File: src/rtl/sram_port_arbiter.sv
// Port-A arbiter/sequencer for the 1024x24 pixel SRAM: three valid/ready
// clients, fixed priority for client 0, starvation override for 1 and 2.
//
// Ports:
//   sram_clk, sram_rst_n        clock, async active-low reset
//   req_valid/we/addr/wdata     per-client request, packed [i*W +: W]
//   req_ready                   one-hot grant, combinational
//   rsp_valid, rsp_rdata        one-hot read strobe and read data
//   SRAM_*_A                    registered port-A command, read data in
module sram_port_arbiter #(
    parameter int ADDR_W       = 10,
    parameter int DATA_W       = 24,
    parameter int STARVE_LIMIT = 8
) (
    input  logic                sram_clk,
    input  logic                sram_rst_n,
    input  logic [2:0]          req_valid,
    input  logic [2:0]          req_we,
    input  logic [3*ADDR_W-1:0] req_addr,
    input  logic [3*DATA_W-1:0] req_wdata,
    output logic [2:0]          req_ready,
    output logic [2:0]          rsp_valid,
    output logic [DATA_W-1:0]   rsp_rdata,
    output logic                SRAM_CS_A_N,
    output logic                SRAM_WE_A_N,
    output logic [ADDR_W-1:0]   SRAM_ADDR_A,
    output logic [DATA_W-1:0]   SRAM_WDATA_A,
    input  logic [DATA_W-1:0]   SRAM_RDATA_A
);

    localparam logic [3:0] LIM = 4'(STARVE_LIMIT);

    logic              rr_q, rr_d;
    logic [3:0]        wait1_q, wait1_d;
    logic [3:0]        wait2_q, wait2_d;
    logic              cs_n_q, cs_n_d;
    logic              we_n_q, we_n_d;
    logic [ADDR_W-1:0] addr_q, addr_d;
    logic [DATA_W-1:0] wdata_q, wdata_d;
    logic [2:0]        tag_q, tag_d;
    logic [2:0]        rsp_q, rsp_d;

    logic              starve1, starve2;
    logic [2:0]        grant;
    logic [ADDR_W-1:0] g_addr;
    logic [DATA_W-1:0] g_wdata;

    // Gated with valid so a dropped request can never be granted.
    assign starve1 = req_valid[1] && (wait1_q == LIM);
    assign starve2 = req_valid[2] && (wait2_q == LIM);

    always_comb begin
        grant = 3'b000;
        if (!sram_rst_n) begin
            grant = 3'b000;
        end else if (starve1 && starve2) begin
            grant = rr_q ? 3'b100 : 3'b010;
        end else if (starve1) begin
            grant = 3'b010;
        end else if (starve2) begin
            grant = 3'b100;
        end else if (req_valid[0]) begin
            grant = 3'b001;
        end else if (req_valid[1] && req_valid[2]) begin
            grant = rr_q ? 3'b100 : 3'b010;
        end else if (req_valid[1]) begin
            grant = 3'b010;
        end else if (req_valid[2]) begin
            grant = 3'b100;
        end
    end

    assign req_ready = grant;

    always_comb begin
        g_addr  = '0;
        g_wdata = '0;
        unique case (1'b1)
            grant[0]: begin
                g_addr  = req_addr[0*ADDR_W +: ADDR_W];
                g_wdata = req_wdata[0*DATA_W +: DATA_W];
            end
            grant[1]: begin
                g_addr  = req_addr[1*ADDR_W +: ADDR_W];
                g_wdata = req_wdata[1*DATA_W +: DATA_W];
            end
            grant[2]: begin
                g_addr  = req_addr[2*ADDR_W +: ADDR_W];
                g_wdata = req_wdata[2*DATA_W +: DATA_W];
            end
            default: begin
                g_addr  = '0;
                g_wdata = '0;
            end
        endcase
    end

    always_comb begin
        rr_d = rr_q;
        if (grant[1]) begin
            rr_d = 1'b1;
        end else if (grant[2]) begin
            rr_d = 1'b0;
        end

        wait1_d = wait1_q;
        if (grant[1] || !req_valid[1]) begin
            wait1_d = '0;
        end else if (wait1_q != LIM) begin
            wait1_d = wait1_q + 4'd1;
        end

        wait2_d = wait2_q;
        if (grant[2] || !req_valid[2]) begin
            wait2_d = '0;
        end else if (wait2_q != LIM) begin
            wait2_d = wait2_q + 4'd1;
        end

        cs_n_d  = ~(|grant);
        we_n_d  = ~(|(grant & req_we));
        addr_d  = (|grant) ? g_addr  : addr_q;
        wdata_d = (|grant) ? g_wdata : wdata_q;
        // Tag tracks the read through the SRAM's internal output register.
        tag_d   = grant & ~req_we;
        rsp_d   = tag_q;
    end

    always_ff @(posedge sram_clk or negedge sram_rst_n) begin
        if (!sram_rst_n) begin
            rr_q    <= 1'b0;
            wait1_q <= '0;
            wait2_q <= '0;
            cs_n_q  <= 1'b1;
            we_n_q  <= 1'b1;
            addr_q  <= '0;
            wdata_q <= '0;
            tag_q   <= '0;
            rsp_q   <= '0;
        end else begin
            rr_q    <= rr_d;
            wait1_q <= wait1_d;
            wait2_q <= wait2_d;
            cs_n_q  <= cs_n_d;
            we_n_q  <= we_n_d;
            addr_q  <= addr_d;
            wdata_q <= wdata_d;
            tag_q   <= tag_d;
            rsp_q   <= rsp_d;
        end
    end

    assign SRAM_CS_A_N  = cs_n_q;
    assign SRAM_WE_A_N  = we_n_q;
    assign SRAM_ADDR_A  = addr_q;
    assign SRAM_WDATA_A = wdata_q;
    assign rsp_valid    = rsp_q;
    assign rsp_rdata    = SRAM_RDATA_A;

endmodule

File: config.mk
export PLATFORM = sky130hd
export DESIGN_NAME = sram_port_arbiter
export DESIGN_NICKNAME = d
export VERILOG_FILES = /design/src/rtl/sram_port_arbiter.sv
export SDC_FILE = /design/constraint.sdc
export NUM_CORES = 1
export LEC_CHECK = 0
export BUFFER_PORTS_ARGS = -buffer_cell sky130_fd_sc_hd__buf_2
export CORE_ASPECT_RATIO = 2
export CORE_MARGIN = 8
export CORE_UTILIZATION = 50
export DETAILED_ROUTE_END_ITERATION = 7
export PLACE_DENSITY = 0.91
export SLEW_MARGIN = 10
export SYNTH_ARGS = -nofsm -noshare
export SYNTH_HDL_FRONTEND = slang
export SYNTH_SLANG_ARGS = --single-unit
File: constraint.sdc
create_clock -name sram_clk -period 5.6 [get_ports sram_clk]
set_clock_uncertainty 0.2 [all_clocks]
set_input_delay 1.4 -clock sram_clk [delete_from_list [all_inputs] [get_ports sram_clk]]
set_output_delay 1.4 -clock sram_clk [all_outputs]
set_load 0.05 [all_outputs]
=== After elaboration in Yosys (flattened, before gate mapping) ===
Cells that the tools add are included.

* $add $sub $neg: 2
* Equal/unequal tests: 4
* Mux-type cells: 17
* Bitwise logic cells: 5
* Reductions and logical operators: 13

{| class="wikitable"
|+ Operator list
! kind !! count
|-
| $pmux 24 s3 || 1
|-
| $pmux 10 s3 || 1
|-
| $mux 3 || 9
|-
| $mux 4 || 4
|-
| $add 4x1->4 const B || 2
|-
| $eq 4x4->1 const B || 2
|-
| $ne 4x4->1 const B || 2
|-
| $and 3x3->3 || 2
|-
| $reduce_bool 2->1 || 3
|-
| $reduce_or 3->1 || 2
|-
| $logic_and 1x1->1 || 4
|-
| $not 3->3 || 1
|-
| $logic_not 1->1 || 2
|-
| $logic_or 1x1->1 || 2
|-
| $mux 1 || 2
|-
| $not 1->1 || 2
|}

* Register bits after elaboration: 51
* Input bits: 134
* Output and inout bits: 66
* Word-level logic and storage cells: 50

=== Longest topological paths before layout ===
Gate-level depths: netlist (run 1).

* Depth in word-level cells: 11
* Mapped depth: 8
* Gate-level depth less buffers: 6

=== Worst setup path before layout (run 1) ===
No wires, ideal clock.

* Path type: input port to output port
* Start point: input req_valid[1]
* End point: output req_ready[2]
* Arrival: 2662 ps
* Data required time: 4000 ps
* Path slack: 1338 ps
* Stages: 5
* Buffers on the path: 2
* Cells stage by stage: buf_6 and4b_1 clkbuf_2 or3_4 a21oi_4

* Longest elaborated chain between the ends: 7

{| class="wikitable"
|+ Ends and longest elaborated chain
! what !! line !! source
|-
| start: declaration || 17 || <nowiki>input logic [2:0] req_valid,</nowiki>
|-
| $mux 3 or $logic_and 1x1->1 (tied branches) || 66, 64 ||
|-
| $mux 3 || 64 || <nowiki>end else if (req_valid[1] && req_valid[2]) begin</nowiki>
|-
| $mux 3 || 62 || <nowiki>end else if (req_valid[0]) begin</nowiki>
|-
| $mux 3 || 60 || <nowiki>end else if (starve2) begin</nowiki>
|-
| $mux 3 || 58 || <nowiki>end else if (starve1) begin</nowiki>
|-
| $mux 3 * || 56 || <nowiki>end else if (starve1 && starve2) begin</nowiki>
|-
| $mux 3 * || 54 || <nowiki>if (!sram_rst_n) begin</nowiki>
|-
| end: declaration || 21 || <nowiki>output logic [2:0] req_ready,</nowiki>
|}

Every way passes the cells marked *; elsewhere a longest branch is shown, timed or not.

=== Worst setup path in the final report (run 1) ===
* Start point: input req_valid[1]
* End point: output req_ready[1]

The elaborated chain is that of the path after synthesis.

==> flow_metrics.py, run 1 <==
metrics = {
    "sta": {
        "worst_pin_slew_ns": 1.27,
        "max_freq_ghz": 0.210,
        "slew_headroom_pct": 14.8,
        "final-max-slew-violation-count": 0,
        "rsz0062_at_grt": "false",
        "totalNegativeSetupSlack_ns": 0,
        "period_needed_ns": 4.75,
        "setup_violations": 0,
        "hold_viol": 0,
        "setup_slack_ns": 0.847,
        "finalCritPeriodShare_pct": 84.9,
    },
    "drt": {
        "vias": 4382,
        "ant_nets": 0,
        "wl_per_cell_microns": 19.6,
        "drc": 0,
        "wirelength_microns": 13400,
        "viasPerCell": 6.38,
        "drt_iter0_drc": 500,
        "firstDrtPassIters": 5,
    },
    "clock_tree": {
        "path_clk_slew_ns": 0.07,
        "cts_buffers": 5,
        "postCtsHoldBufs": 0,
        "htreeDepth": 2,
        "cts_root_buf": "clkbuf_16",
        "clkLatencyLatePin_ns": 0.29,
        "cts_setup_buffers": 0,
        "clock-sinks": 51,
        "cts_tree": "built",
        "clock_path_buffers": 2,
        "cts_resized": 0,
    },
    "synth": {
        "muxShareOfSynthArea_pct": 0.535,
        "syn_area_sq_mm": 0.00398,
        "syn-instance-count": 498,
        "synth-seq-cells": 51,
        "synth_top_family_by_area": "compound AO/OA/AOI/OAI gates",
        "ys_types": 43,
        "synth-compound-area-share_pct": 36.4,
        "avgSynthCellArea_sq_um": 7.98,
        "synthFlopType": "dfrtp_1",
        "ys_seq_area_share_pct": 32.2,
        "synthSimpleGateAreaFrac_pct": 14.1,
        "yosys_warnings": 0,
        "synth-edff-count": 0,
        "synth_adder_area_share_pct": 1.26,
        "async_flop_share_pct": 100,
        "synth_nets": 636,
        "synth_xor_area_share_pct": 0.881,
    },
    "min_path": {
        "min_path_cells": 0,
        "hold_path_class": "reg -> reg",
        "min_from": "rsp_d[2]",
    },
    "floorplanning": {
        "fp.coreArea_sq_mm": 0.00783,
        "die_h_microns": 142,
        "dieArea_sq_mm": 0.0112,
        "die_x_microns": 79.1,
        "start_util_pct": 50.8,
        "fp-row-count": 46,
        "ioPinCount": 200,
    },
    "setup_path": {
        "max_stage_delay_ns": 0.46,
        "cp_common_cell": "buf_2",
        "timing.rr.start": "wait1_q[0]",
        "crit_type": "in -> out",
        "crit_buf_inv": 2,
        "cp.required_ns": 4.00,
        "cp_max_fo": 35,
        "crit_arrival_ns": 3.15,
        "reg2reg_depth": 6,
        "crit_chain": "buf_2 > and4b_1 > o21ai_4 > a31oi_2 > buf_2",
        "startpoint_type": "input port",
        "cp_slowest_cell": "a31oi_2",
        "crit_start": "req_valid[1]",
        "worstSetupEndpointType": "output port",
        "cp_num_cells": 5,
        "crit_family": "compound AO/OA/AOI/OAI gates",
    },
    "status": {
        "outcome": "complete, no violations",
    },
    "power": {
        "leakagePower_nw": 2.16,
        "power_density_mw_per_mm2": 267,
        "ir_worst_vdd_uv": 223,
    },
    "finish": {
        "stdcell_area_sq_mm": 0.00469,
        "layout-drive-gt1-share_pct": 30.8,
        "final_nets": 728,
        "areaGrowthSynthToFinish_pct": 17.9,
        "n_antenna_cell": 0,
    },
    "placed_design": {
        "hpwl_microns": 8780,
        "port_buffers": 151,
        "place_area_sq_mm": 0.00451,
        "finalWeightedCongestion": 0.905,
        "place_ws_ns": 0.847,
    },
    "global_routing": {
        "grt_max_degree": 66,
        "grt_usage_pct": 22.3,
        "antenna_found_initial": 0,
        "grt_pass1_vias": 4371,
        "grt_pass1_wl_microns": 21000,
        "overflow": 0,
    },
    "run": {
        "drv_cap": 0,
    },
}
[placed cells by master, fill, tap and decap left out, types with 3 or more instances in the layout]
cell / count
nand2_1: 42
dfrtp_1: 49
buf_4: 10
o32ai_1: 34
buf_2: 150
inv_1: 41
nand2b_1: 36
a211oi_1: 34
clkbuf_16: 5
nor3_1: 3
a21oi_1: 69
o22ai_1: 68
nor3b_1: 4
nor2_1: 4
ha_1: 4
[state kept, by name, indices dropped and copies added, names as in the netlist, 3 cells and up]
register and flops:
rsp_valid 3, SRAM_WDATA_A 24, wait2_q 4, wait1_q 4
SRAM_ADDR_A 10, rsp_d 3
[kinds of logic (layout without fill, tap and decap cells)]
logic type,after synthesis,count (layout)
simple gates,103,103
mux,2,2
fa+ha+maj,4,4
xor+xnor,4,4
flops,51,51
compound gates,218,218
buf+inv,116,209
[worst register-to-register path, stage by stage, from the launching register on]
cell	delay [ns]
dfrtp_1	0.42
inv_1	0.10
ha_1	0.18
nand4b_2	0.26
nand2_1	1.02
o22ai_1	0.18
a211oi_1	0.29
[final cells by class]
| class | count | area [sq um] |
|---|---|---|
| repair buffers | 160 | 826 |
| multi-input cells | 331 | 2140 |
| well taps | 96 | 120 |
| fillers | 741 | 3140 |
| flip-flops and latches | 51 | 1280 |
| clock inverters | 2 | 35.0 |
| inverters | 41 | 154 |
| clock buffers | 6 | 139 |
[metal layers]
metal	GRT usage [%]	wire (microns)	vias to the layer above
met1	28.5	5390	2015
met3	6.08	1670	26
met2	35.2	6110	343
met4	7.37	270	0
met5	0	0	-
li1	-	-	1998
[report_power, final]
part / total (mW) / leakage, nW / switching (mW) / internal, mW
sequential: 0.444 / 0.621 / 0.0309 / 0.414
combinational: 0.441 / 1.45 / 0.306 / 0.136
clock: 0.364 / 0.0868 / 0.141 / 0.223
[per-stage QoR]
step / cells / utilization [%] / hold WS [ns] / power [mW]
global route: 687 / 59.9 / 0.161 / 1.30
detailed placement: 679 / 57.7 / 0.136 / 0.889
floorplan: 498 / - / 0.131 / 0.799
CTS: 687 / 59.9 / 0.152 / 1.25
finish: 687 / 59.9 / 0.151 / 1.25
global placement: 679 / 57.7 / 0.133 / 0.879
[synth_stat cells, types with 2 or more instances]
master,instances,area share [%]
xnor2_1,2,0.44
o32ai_1,34,7.5
buf_4,25,4.7
clkbuf_1,11,1.0
inv_1,41,3.9
ha_1,4,1.3
nand2b_1,36,5.7
o2bb2ai_1,2,0.44
nor3b_1,4,0.76
nor3_1,3,0.38
and4b_1,2,0.50
buf_2,35,4.4
nand4b_1,2,0.44
dfrtp_1,49,31
a211oi_1,34,6.4
nand2_1,42,4.0
nand3_1,2,0.25
nor2_1,4,0.38
nor2b_1,2,0.31
o22ai_1,68,11
buf_1,2,0.19
a21oi_1,70,8.8
xor2_1,2,0.44
dfstp_2,2,1.3
o211ai_1,2,0.38
[worst paths after layout]
| check | slack, ns | end |
|---|---|---|
| max in group asynchronous | 3.38 | SRAM_WDATA_A[17] |
| min in group asynchronous | 0.78 | SRAM_WDATA_A[6] |
| hold reg to reg | 0.15 | rsp_valid[2] |
| hold / removal | 0.15 | rsp_valid[2] |
| setup / recovery | 0.85 | req_ready[1] |
| setup reg to reg | 2.84 | SRAM_WDATA_A[2] |
Note: power is estimated with default switching activity, not from simulation.
==> inputs of run 2 (changes only) <==
CORE_UTILIZATION = 47   (was 50)
PLACE_DENSITY = 0.86   (was 0.91)
clock period = 4.63 ns   (was 5.6 ns; I/O delays follow)
==> run 2 against run 1 <==
  * Sequential cell count did not move
  * Cell count grew 0.73%
  * Clock-buffer cell count shrank 1
  * Sequential share of layout area hardly changed
  * Utilization decreased by 2.9 points
  * Critical path depth stayed put
  * Clock power up 4%
  * Cell area is essentially flat
  * Hold slack got worse by 0.011 ns
  * Wire length up 7.6%
  * Worst setup slack got worse by 0.27 ns
  * Power increased by 16%
  * Largest cell class unchanged
  * Largest power group unchanged
  * Highest routed layer unchanged
==> flow_metrics.py, run 2 (synthesis results as in run 1) <==
metrics = {
    "power": {
        "seqPwrFrac_pct": 37.0,
        "swShare_pct": 40.5,
        "leakagePower_nw": 2.15,
        "ir_worst_vdd_uv": 172,
        "power_density_mw_per_mm2": 310,
        "switching_power_uw": 589,
        "pwr-share-comb_pct": 36.9,
        "clkPwrFrac_pct": 26.0,
        "intPower_uw": 864,
    },
    "setup_path": {
        "worstSetupEndpointType": "output port",
        "rrSetupSlack_ns": 2.02,
        "cp_max_fo": 36,
        "crit_type": "in -> out",
        "crit_arrival_ns": 2.69,
        "reg2reg_depth": 7,
        "timing.rr.start": "wait1_q[0]",
        "cp.required_ns": 3.27,
        "startpoint_type": "input port",
        "timing.rr.end": "SRAM_WDATA_A[23]",
    },
    "drt": {
        "viasPerCell": 6.49,
        "drt_iter0_drc": 607,
        "wirelength_microns": 14500,
        "firstDrtPassIters": 5,
        "wl_per_cell_microns": 20.9,
        "vias": 4490,
        "drc": 0,
        "ant_nets": 0,
    },
    "placed_design": {
        "port_buffers": 151,
        "hpwl_microns": 10100,
        "finalWeightedCongestion": 0.898,
        "numPlacedInstances": 684,
        "place_ws_ns": 0.606,
    },
    "clock_tree": {
        "clock_path_buffers": 2,
        "clkLatencyLatePin_ns": 0.29,
        "clock-sinks": 51,
        "cts_buffers": 5,
        "cts_setup_buffers": 0,
        "cts_tree": "built",
        "cts_root_buf": "clkbuf_16",
        "path_clk_slew_ns": 0.08,
        "postCtsHoldBufs": 0,
        "cts_resized": 0,
        "htreeDepth": 2,
    },
    "finish": {
        "final_nets": 731,
        "n_antenna_cell": 0,
        "mostFrequentLayoutCells": "150 x buf_2, 69 x a21oi_1, 68 x o22ai_1, 49 x dfrtp_1, 42 x nand2_1",
        "largest_reg_flops": 24,
        "mostFrequentLayoutCell": "buf_2",
        "stdcell_count": 692,
        "layout-drive-gt1-share_pct": 31.1,
        "nFillCells": 794,
        "areaGrowthSynthToFinish_pct": 18.0,
    },
    "min_path": {
        "hold_path_end": "rsp_valid[2]",
        "min_path_cells": 0,
        "min_from": "rsp_d[2]",
        "hold_path_class": "reg -> reg",
    },
    "floorplanning": {
        "fp-row-count": 47,
        "start_util_pct": 48.3,
        "ioPinCount": 200,
        "die_x_microns": 81.0,
        "dieArea_sq_mm": 0.0118,
        "die_h_microns": 146,
        "fp.coreArea_sq_mm": 0.00823,
    },
    "sta": {
        "finalCritPeriodShare_pct": 87.5,
        "hold_viol": 0,
        "totalNegativeSetupSlack_ns": 0,
        "worst_pin_slew_ns": 0.998,
        "setup_slack_ns": 0.580,
        "setup_violations": 0,
        "slew_headroom_pct": 33.3,
        "max_freq_ghz": 0.247,
        "rsz0062_at_grt": "false",
        "period_needed_ns": 4.05,
        "final-max-slew-violation-count": 0,
    },
    "global_routing": {
        "antenna_found_initial": 0,
        "grt_pass1_wl_microns": 22700,
        "grt_pass1_vias": 4583,
        "overflow": 0,
        "grt_usage_pct": 24.3,
        "grt_max_degree": 46,
    },
    "run": {
        "drv_cap": 0,
    },
    "status": {
        "outcome": "complete, no violations",
    },
}
==> run 2: critical path, cell delays in order <==
cell	delay (ns)
buf_2	0.19
nor2b_4	0.75
or3_4	0.27
a21oi_4	0.08
buf_2	0.22
==> run 2: stage by stage <==
step,util (%),instance area (sq um),power (mW),hold slack [ns]
finish,57.0,4690,1.45,0.139
floorplan,-,3980,0.966,0.131
global route,57.0,4690,1.52,0.152
detailed placement,55.2,4540,1.08,0.136
global placement,55.2,4540,1.07,0.133
CTS,57.0,4690,1.46,0.145
==> run 2: layer usage <==
metal | global-route usage (%) | up-vias | part of all wire [%]
li1 | - | 2011 | -
met1 | 25.6 | 2120 | 33
met2 | 41.4 | 271 | 52
met3 | 3.81 | 88 | 8.4
met4 | 17.2 | 0 | 6.0
met5 | 0 | - | 0
==> run 2: worst max path at each step <==
stage	startpoint	endpoint
global placement	req_valid[1]	req_ready[2]
CTS	req_valid[1]	req_ready[2]
global route	req_valid[1]	req_ready[2]
detailed placement	req_valid[1]	req_ready[2]
finish	req_valid[1]	req_ready[2]
floorplan	req_valid[1]	req_ready[2]
==> run 2: final cells by class <==
class / instances / area [sq um] / area share (%)
Sequential cell: 51 / 1280 / 27.3
Clock inverter: 3 / 20.0 / 0.427
Clock buffer: 5 / 125 / 2.67
Inverter: 41 / 154 / 3.28
Timing Repair Buffer: 163 / 848 / 18.1
Multi-Input combinational cell: 331 / 2140 / 45.7
Tap cell: 98 / 123 / 2.61
==> run 2: power groups by stage <==
stage	combinational (mW)	sequential, mW	clock [mW]
final	0.537	0.539	0.378
after global routing	0.572	0.546	0.399
after CTS	0.536	0.538	0.382
after detailed placement	0.535	0.546	0
after global placement	0.523	0.543	0
after floorplan	0.261	0.705	0
